**config.mk**
```make
export PLATFORM = sky130hd
export DESIGN_NAME = demux4_router
export DESIGN_NICKNAME = d
export VERILOG_FILES = /design/src/rtl/demux4_router.sv
export SDC_FILE = /design/constraint.sdc
export NUM_CORES = 1
export LEC_CHECK = 0
export ABC_AREA = 1
export CAP_MARGIN = 20
export CORE_ASPECT_RATIO = 1.25
export CORE_UTILIZATION = 37
export DETAILED_ROUTE_END_ITERATION = 16
export PLACE_DENSITY = 0.69
export RECOVER_POWER = 25
export SLEW_MARGIN = 10
export SYNTH_ARGS = -nofsm -noshare
export SYNTH_HDL_FRONTEND = slang
export SYNTH_SLANG_ARGS = --single-unit
```
**constraint.sdc**
```tcl
create_clock -name clk -period 3.85 [get_ports clk]
set_clock_uncertainty 0.15 [all_clocks]
set_input_delay 0.385 -clock clk [delete_from_list [all_inputs] [get_ports clk]]
set_output_delay 0.385 -clock clk [all_outputs]
set_load 0.01 [all_outputs]
```
**src/rtl/demux4_router.sv**
```systemverilog
//------------------------------------------------------------------------------
// Module   : demux4_router
// Brief    : Steers one data word to one of three buffered sink channels,
//            with a fourth select that drops the word and counts it.
// Revision : 1.0 - initial release
//------------------------------------------------------------------------------
`default_nettype none

module demux4_router #(
  parameter int bits  = 32,
  parameter int CNT_W = 8
) (
  input  logic             clk,
  input  logic             rst,
  input  logic [bits-1:0]  DataIn,
  input  logic [1:0]       Signal,
  input  logic             InValid,
  output logic             InReady,
  output logic [bits-1:0]  DataOut0,
  output logic [bits-1:0]  DataOut1,
  output logic [bits-1:0]  DataOut2,
  output logic             OutValid0,
  output logic             OutValid1,
  output logic             OutValid2,
  input  logic             OutReady0,
  input  logic             OutReady1,
  input  logic             OutReady2,
  output logic [CNT_W-1:0] DropCount
);

  localparam logic [1:0] c_SEL_DROP = 2'b11;

  logic [2:0]       w_outReady;
  logic [2:0]       w_outValid;
  logic [bits-1:0]  w_dataOut [3];
  logic             w_inReady;
  logic             w_accept;
  logic [CNT_W-1:0] r_dropCount;

  assign w_outReady = {OutReady2, OutReady1, OutReady0};

  // A full buffer can still take a word when its sink drains it in the same cycle.
  always_comb begin
    w_inReady = 1'b1;
    case (Signal)
      2'b00:   w_inReady = ~w_outValid[0] | w_outReady[0];
      2'b01:   w_inReady = ~w_outValid[1] | w_outReady[1];
      2'b10:   w_inReady = ~w_outValid[2] | w_outReady[2];
      default: w_inReady = 1'b1;
    endcase
  end

  assign w_accept = InValid & w_inReady;

  for (genvar gi = 0; gi < 3; gi++) begin : g_chan
    logic            r_valid;
    logic [bits-1:0] r_data;

    always_ff @(posedge clk) begin
      if (rst) begin
        r_valid <= 1'b0;
        r_data  <= '0;
      end else if (w_accept && (Signal == 2'(gi))) begin
        r_valid <= 1'b1;
        r_data  <= DataIn;
      end else if (w_outReady[gi]) begin
        r_valid <= 1'b0;
      end
    end

    assign w_outValid[gi] = r_valid;
    assign w_dataOut[gi]  = r_data;
  end

  always_ff @(posedge clk) begin
    if (rst) begin
      r_dropCount <= '0;
    end else if (w_accept && (Signal == c_SEL_DROP) && (r_dropCount != {CNT_W{1'b1}})) begin
      r_dropCount <= r_dropCount + CNT_W'(1);
    end
  end

  assign InReady   = w_inReady;
  assign OutValid0 = w_outValid[0];
  assign OutValid1 = w_outValid[1];
  assign OutValid2 = w_outValid[2];
  assign DataOut0  = w_dataOut[0];
  assign DataOut1  = w_dataOut[1];
  assign DataOut2  = w_dataOut[2];
  assign DropCount = r_dropCount;

endmodule

`default_nettype wire

```
==> impl_metrics.json, run 1 <==
{
  "maxCapViolCount": 1,
  "power_mw": 2.64,
  "port_buffers": 147,
  "dp_hpwl_um": 8810,
  "syn_to_final_growth_pct": 35.7,
  "drc_errors": 0,
  "synthFlopType": "dfxtp_1",
  "grtUsageMet2": 0.313,
  "path_clk_slew_ns": 0.07,
  "violations": "max-capacitance violations, max-slew violations",
  "drtIter0Drc": 322,
  "period_needed_ns": 2.81,
  "layout_common_cells": "inv_1 (235), nand2_1 (210), dfxtp_1 (107), nor2_1 (103), nand4_1 (97)",
  "cts_buffers": 9,
  "post_cts_buffers": 0,
  "via_per_inst": 4.44,
  "switchingPower_mw": 0.666,
  "syn_area_um2": 5240,
  "first_pass_iters": 4,
  "r2r_slack_ns": 1.71,
  "hold_depth": 2,
  "cts_num_sinks": 107,
  "clk_latency_ns": 0.34,
  "holdBufCountCts": 0,
  "r2r_end": "DataOut1[7]$_SDFFE_PP0P_",
  "placement_rows": 48,
  "hold_viol": 0,
  "grt_setup_unrepaired": "false",
  "synth_cell_types": 20,
  "slew-limit-headroom": -0.217,
  "grt_pass1_vias": 4443,
  "ir_drop_uv": 216,
  "mostFrequentLayoutCell": "inv_1",
  "routedWlPerCell_um": 12.1,
  "yosys_register_bits": 107,
  "syn_inst": 837,
  "hp-class": "flop to flop",
  "met3_usage": 0.0420,
  "cts_resized": 0,
  "wl_um": 13700,
  "worstRegToRegCells": 7,
  "pwr_density_cell_nw_per_um2": 371,
  "htreeDepth": 3,
  "die_h_um": 135,
  "p_clk_frac": 0.390,
  "start_util": 0.379,
  "cts_buffer_depth": 2,
  "p_int_mw": 1.97,
  "max_stage_delay_ns": 0.71,
  "endpoint_kind": "output port",
  "synth_edf_count": 0,
  "grtUsageTotal": 0.190,
  "syn_area_per_cell_um2": 6.26,
  "crit_chain": "dlygate4sd3_1 -> nor2_4 -> o21ai_1 -> nand3_4 -> clkdlybuf4s50_1",
  "grt_overflow_total": 0,
  "comb_power_share": 0.161,
  "synthArstFlopShare": 0,
  "critPathLaunchType": "primary input",
  "syn_nets": 878,
  "crit_family": "buffers and inverters",
  "critical_path.slowest_cell": "dlygate4sd3_1",
  "slew_violations": 44,
  "layout-drive-gt1-share": 0.0324,
  "ys_seq_area_frac": 0.409,
  "r2r_start": "OutValid1$_SDFFE_PP0P_",
  "switching_share": 0.252,
  "ant_nets": 0,
  "nets": 993,
  "worst-path-max-fanout": 31,
  "clock.fmax_mhz": 356,
  "worstHoldEndpoint": "DropCount[2]$_SDFFE_PP0P_",
  "grt_busiest_layer": "met2",
  "critical_path_class": "primary input to output port",
  "die_x_um": 108,
  "crit_cells": 5,
  "status": "complete, but fails checks",
  "num_antenna_cells": 0,
  "finalSetupViolCount": 0,
  "coreArea_um2": 13800,
  "grt_pass1_wl_um": 21900,
  "ios": 148,
  "crit_required_ns": 3.31,
  "root_buffer": "clkbuf_16",
  "worstMarginPinSlew_ns": 1.82,
  "crit_buf_inv": 2,
  "gp_congestion": 0.800,
  "min-delay-start": "DropCount[2]$_SDFFE_PP0P_",
  "p_seq_frac": 0.449,
  "use_met1": 0.246,
  "die-area_um2": 14600,
  "setup_tns_ns": 0,
  "antenna_found_initial": 0,
  "vias": 5024,
  "cts_tree": "yes",
  "fin_crit_sh": 0.729,
  "power.leakage_nw": 3.53,
  "grt_max_degree": 71,
  "cp.arrival_ns": 2.27,
  "ys_warn_count": 0
}
## layout make-up
class	instances	area, µm²
clock buffer	10	229
fill	1406	6700
timing repair buffer	154	1520
sequential	107	2140
clock inverter	5	103
inverter	237	890
tap	175	219
multi-input combinational	443	2010
## synthesized netlist by cell type, types with 4 or more instances
library cell | n | area share
clkbuf_1 | 14 | 0.010
nor2_1 | 104 | 0.075
nand3_2 | 4 | 0.0076
o21ai_0 | 5 | 0.0048
inv_1 | 236 | 0.17
nand2_1 | 210 | 0.15
nand3_1 | 5 | 0.0048
buf_2 | 16 | 0.015
nand4_1 | 97 | 0.12
a21oi_1 | 9 | 0.0086
buf_4 | 4 | 0.0057
buf_1 | 16 | 0.011
dfxtp_1 | 107 | 0.41
## per-layer routing
metal,up-vias,routed length (µm)
met5,-,0
li1,2701,-
met1,2203,6200
met2,114,6690
met4,0,119
met3,6,713
## power by group through the flow
| stage | sequential (mW) | combinational (mW) | clock, mW |
|---|---|---|---|
| 2_1_floorplan | 1.23 | 0.220 | 0 |
| 3_3_place_gp | 1.21 | 0.430 | 0 |
| 3_5_place_dp | 1.21 | 0.433 | 0 |
| 4_1_cts | 1.19 | 0.436 | 1.06 |
| 5_1_grt | 1.19 | 0.476 | 1.11 |
| 6_report | 1.19 | 0.425 | 1.03 |
## registers in the layout, indices dropped and copies added, names as in the netlist
name / flops
OutValid1: 1
DataOut1: 32
OutValid2: 1
DropCount: 8
DataOut2: 32
DataOut0: 32
OutValid0: 1
## how the worst max path moves through the flow
stage,startpoint,to,slack (ns)
global route,rst,DropCount[5]$_SDFFE_PP0P_,0.92
CTS,Signal[0],InReady,1.08
global placement,Signal[0],DataOut1[4]$_SDFFE_PP0P_,0.91
finish,Signal[1],InReady,1.04
floorplan,Signal[1],InReady,2.24
detailed placement,Signal[0],DataOut1[7]$_SDFFE_PP0P_,0.87
## stage by stage
step	util	hold WS (ns)	cell area, µm²	setup WS, ns	cells
floorplan	-	0.304	5240	2.24	837
global placement	0.491	0.326	6780	0.913	1116
detailed placement	0.491	0.328	6780	0.868	1116
CTS	0.515	0.339	7110	1.08	1131
global route	0.515	0.382	7110	0.917	1131
finish	0.515	0.335	7110	1.04	1131
## cells by family (layout without fill, tap and decap cells)
kind of cell	count (synthesis)	count (layout)	synth area share
AOI/OAI and AO/OA	15	15	0.0143
xor gates and xnor gates	2	2	0.00334
adders and majority gates	1	1	0.00239
buffers and inverters	287	406	0.212
DFF	107	107	0.409
and+or+nand+nor	425	425	0.359
## tightest hold or removal path: cells and delay by family, from the launching register on
kind,cells,cell delay [ns]
DFF,1,0.33
AOI/OAI and AO/OA,1,0.05
buffers and inverters,1,0.06
(Power assumes the default switching activity.)
==> inputs of run 2 (changes only) <==
--- a/config.mk
+++ b/config.mk
@@ -10,7 +10,7 @@
 export CORE_ASPECT_RATIO = 1.25
 export CORE_UTILIZATION = 37
 export DETAILED_ROUTE_END_ITERATION = 16
-export PLACE_DENSITY = 0.69
+export PLACE_DENSITY = 0.71
 export RECOVER_POWER = 25
 export SLEW_MARGIN = 10
 export SYNTH_ARGS = -nofsm -noshare
==> constraint.sdc (replaced) <==
create_clock -name clk -period 2.4 [get_ports clk]
set_clock_uncertainty 0.15 [all_clocks]
set_input_delay 0.24 -clock clk [delete_from_list [all_inputs] [get_ports clk]]
set_output_delay 0.24 -clock clk [all_outputs]
set_load 0.01 [all_outputs]
==> run 2 against run 1 <==
Compared with the run above:
- the flow now finishes without violations
- clock power increased by 51%
- core utilization increased by 0.47 points
- setup slack got worse by 0.91 ns
- critical path depth increased by 1
- power increased by 57%
- register-to-register slack got worse by 1.0 ns
- sequential power increased by 60%
- final cell count increased by 0.88%
- hold slack got worse by 0.027 ns
- die area unchanged
- global-route usage increased by 0.39 points
- clock-buffer cell count unchanged
- highest routed layer unchanged
==> impl_metrics.json, run 2 (synthesis results as in run 1) <==
{
  "status": "completed",
  "critical_path.slowest_cell": "clkdlybuf4s50_1",
  "grtUsageTotal": 0.194,
  "holdBufCountCts": 0,
  "finalSetupViolCount": 0,
  "hp-class": "primary input to flop",
  "routedWlPerCell_um": 12.2,
  "endpoint_kind": "output port",
  "antenna_found_initial": 0,
  "path_common_cell": "clkdlybuf4s50_1",
  "dp_hpwl_um": 9370,
  "r2r_slack_ns": 0.68,
  "crit_family": "buffers and inverters",
  "ant_nets": 0,
  "endpoint": "InReady",
  "worstMarginPinSlew_ns": 0.551,
  "setup_tns_ns": 0,
  "r2r_start": "DropCount[0]$_SDFFE_PP0P_",
  "mostFrequentLayoutCell": "inv_1",
  "place_area_um2": 6860,
  "pwr_density_cell_nw_per_um2": 578,
  "port_buffers": 147,
  "first_pass_iters": 4,
  "post_cts_buffers": 0,
  "coreArea_um2": 13800,
  "grt_pass1_wl_um": 22300,
  "cts_buffers": 9,
  "crit_required_ns": 2.01,
  "critPathLaunchType": "primary input",
  "path_clk_slew_ns": 0.07,
  "ios": 148,
  "worst-path-max-fanout": 8,
  "nets": 1002,
  "setup.worst_path.start": "Signal[0]",
  "placement_rows": 48,
  "cts_num_sinks": 107,
  "die_h_um": 135,
  "drc_errors": 0,
  "period_needed_ns": 2.27,
  "crit_buf_inv": 3,
  "start_util": 0.379,
  "hold_viol": 0,
  "cts_tree": "yes",
  "grt_max_degree": 97,
  "final_area_um2": 7170,
  "crit_chain": "clkdlybuf4s50_1 -> inv_2 -> nor2_4 -> nand2_1 -> nand3_4 -> clkdlybuf4s50_1",
  "r2r_end": "DropCount[0]$_SDFFE_PP0P_",
  "die-area_um2": 14600,
  "holdWs_ns": 0.308,
  "worstRegToRegCells": 8,
  "cts_resized": 0,
  "syn_to_final_growth_pct": 36.9,
  "cts_buffer_depth": 2,
  "wl_um": 13900,
  "drtIter0Drc": 313,
  "clk_latency_ns": 0.35,
  "grt_pass1_vias": 4523,
  "die_x_um": 108,
  "power_mw": 4.15,
  "grt_overflow_total": 0,
  "ir_drop_uv": 281,
  "maxCapViolCount": 0,
  "max_stage_delay_ns": 0.63,
  "htreeDepth": 3,
  "clock.fmax_mhz": 441,
  "power.leakage_nw": 3.57,
  "grt_setup_unrepaired": "false",
  "gp_congestion": 0.792,
  "cp.arrival_ns": 1.88,
  "critical_path_class": "primary input to output port",
  "nFillCells": 1382,
  "layout-drive-gt1-share": 0.0445,
  "fin_crit_sh": 0.945,
  "layout_common_cells": "inv_1 (235), nand2_1 (210), dfxtp_1 (107), nor2_1 (103), nand4_1 (97)",
  "crit_cells": 6,
  "root_buffer": "clkbuf_16",
  "slew_violations": 0,
  "multi_input_area_um2": 2010,
  "num_antenna_cells": 0,
  "via_per_inst": 4.47,
  "seq_area_um2": 2140,
  "slew-limit-headroom": 0.633,
  "vias": 5096
}
[run 2: worst min-delay path, cell delays in order]
cell	delay (ns)
buf_4	0.25
nand4_1	0.16
nand2_1	0.05
nor2_1	0.07
[run 2: cell type report]
| class | count | area share |
|---|---|---|
| sequential | 107 | 0.299 |
| multi-input combinational | 443 | 0.280 |
| timing repair buffer | 163 | 0.223 |
| inverter | 237 | 0.124 |
| clock buffer | 10 | 0.0333 |
| tap | 175 | 0.0305 |
| clock inverter | 6 | 0.0103 |
[run 2: worst min-delay path by stage]
stage                                      endpoint                      start  cells past startpoint  slack [ns]
after floorplan           DropCount[3]$_SDFFE_PP0P_                        rst                      1        0.16
after global placement    DropCount[2]$_SDFFE_PP0P_  DropCount[2]$_SDFFE_PP0P_                      2        0.33
after detailed placement  DropCount[2]$_SDFFE_PP0P_  DropCount[2]$_SDFFE_PP0P_                      2        0.33
after CTS                 DataOut0[14]$_SDFFE_PP0P_                    InValid                      4        0.31
after global routing      DataOut0[14]$_SDFFE_PP0P_                    InValid                      4        0.34
final                     DataOut0[14]$_SDFFE_PP0P_                    InValid                      4        0.31
[run 2: where the power goes]
part | internal, mW | total [mW] | switching, mW
sequential | 1.86 | 1.90 | 0.0456
combinational | 0.306 | 0.690 | 0.384
clock | 0.850 | 1.56 | 0.708
[run 2: per-stage QoR]
step,cells,worst slack (ns),utilization
after detailed placement,1125,0.127,0.497
final,1141,0.131,0.519
after CTS,1141,0.124,0.519
after floorplan,837,0.833,-
after global routing,1141,0.0567,0.519
after global placement,1125,0.149,0.497
[run 2: routing by layer]
layer | track usage | routed length, µm
met1 | 0.240 | 5890
met2 | 0.328 | 6900
met3 | 0.0338 | 767
met4 | 0.0826 | 323
met5 | 0 | 0
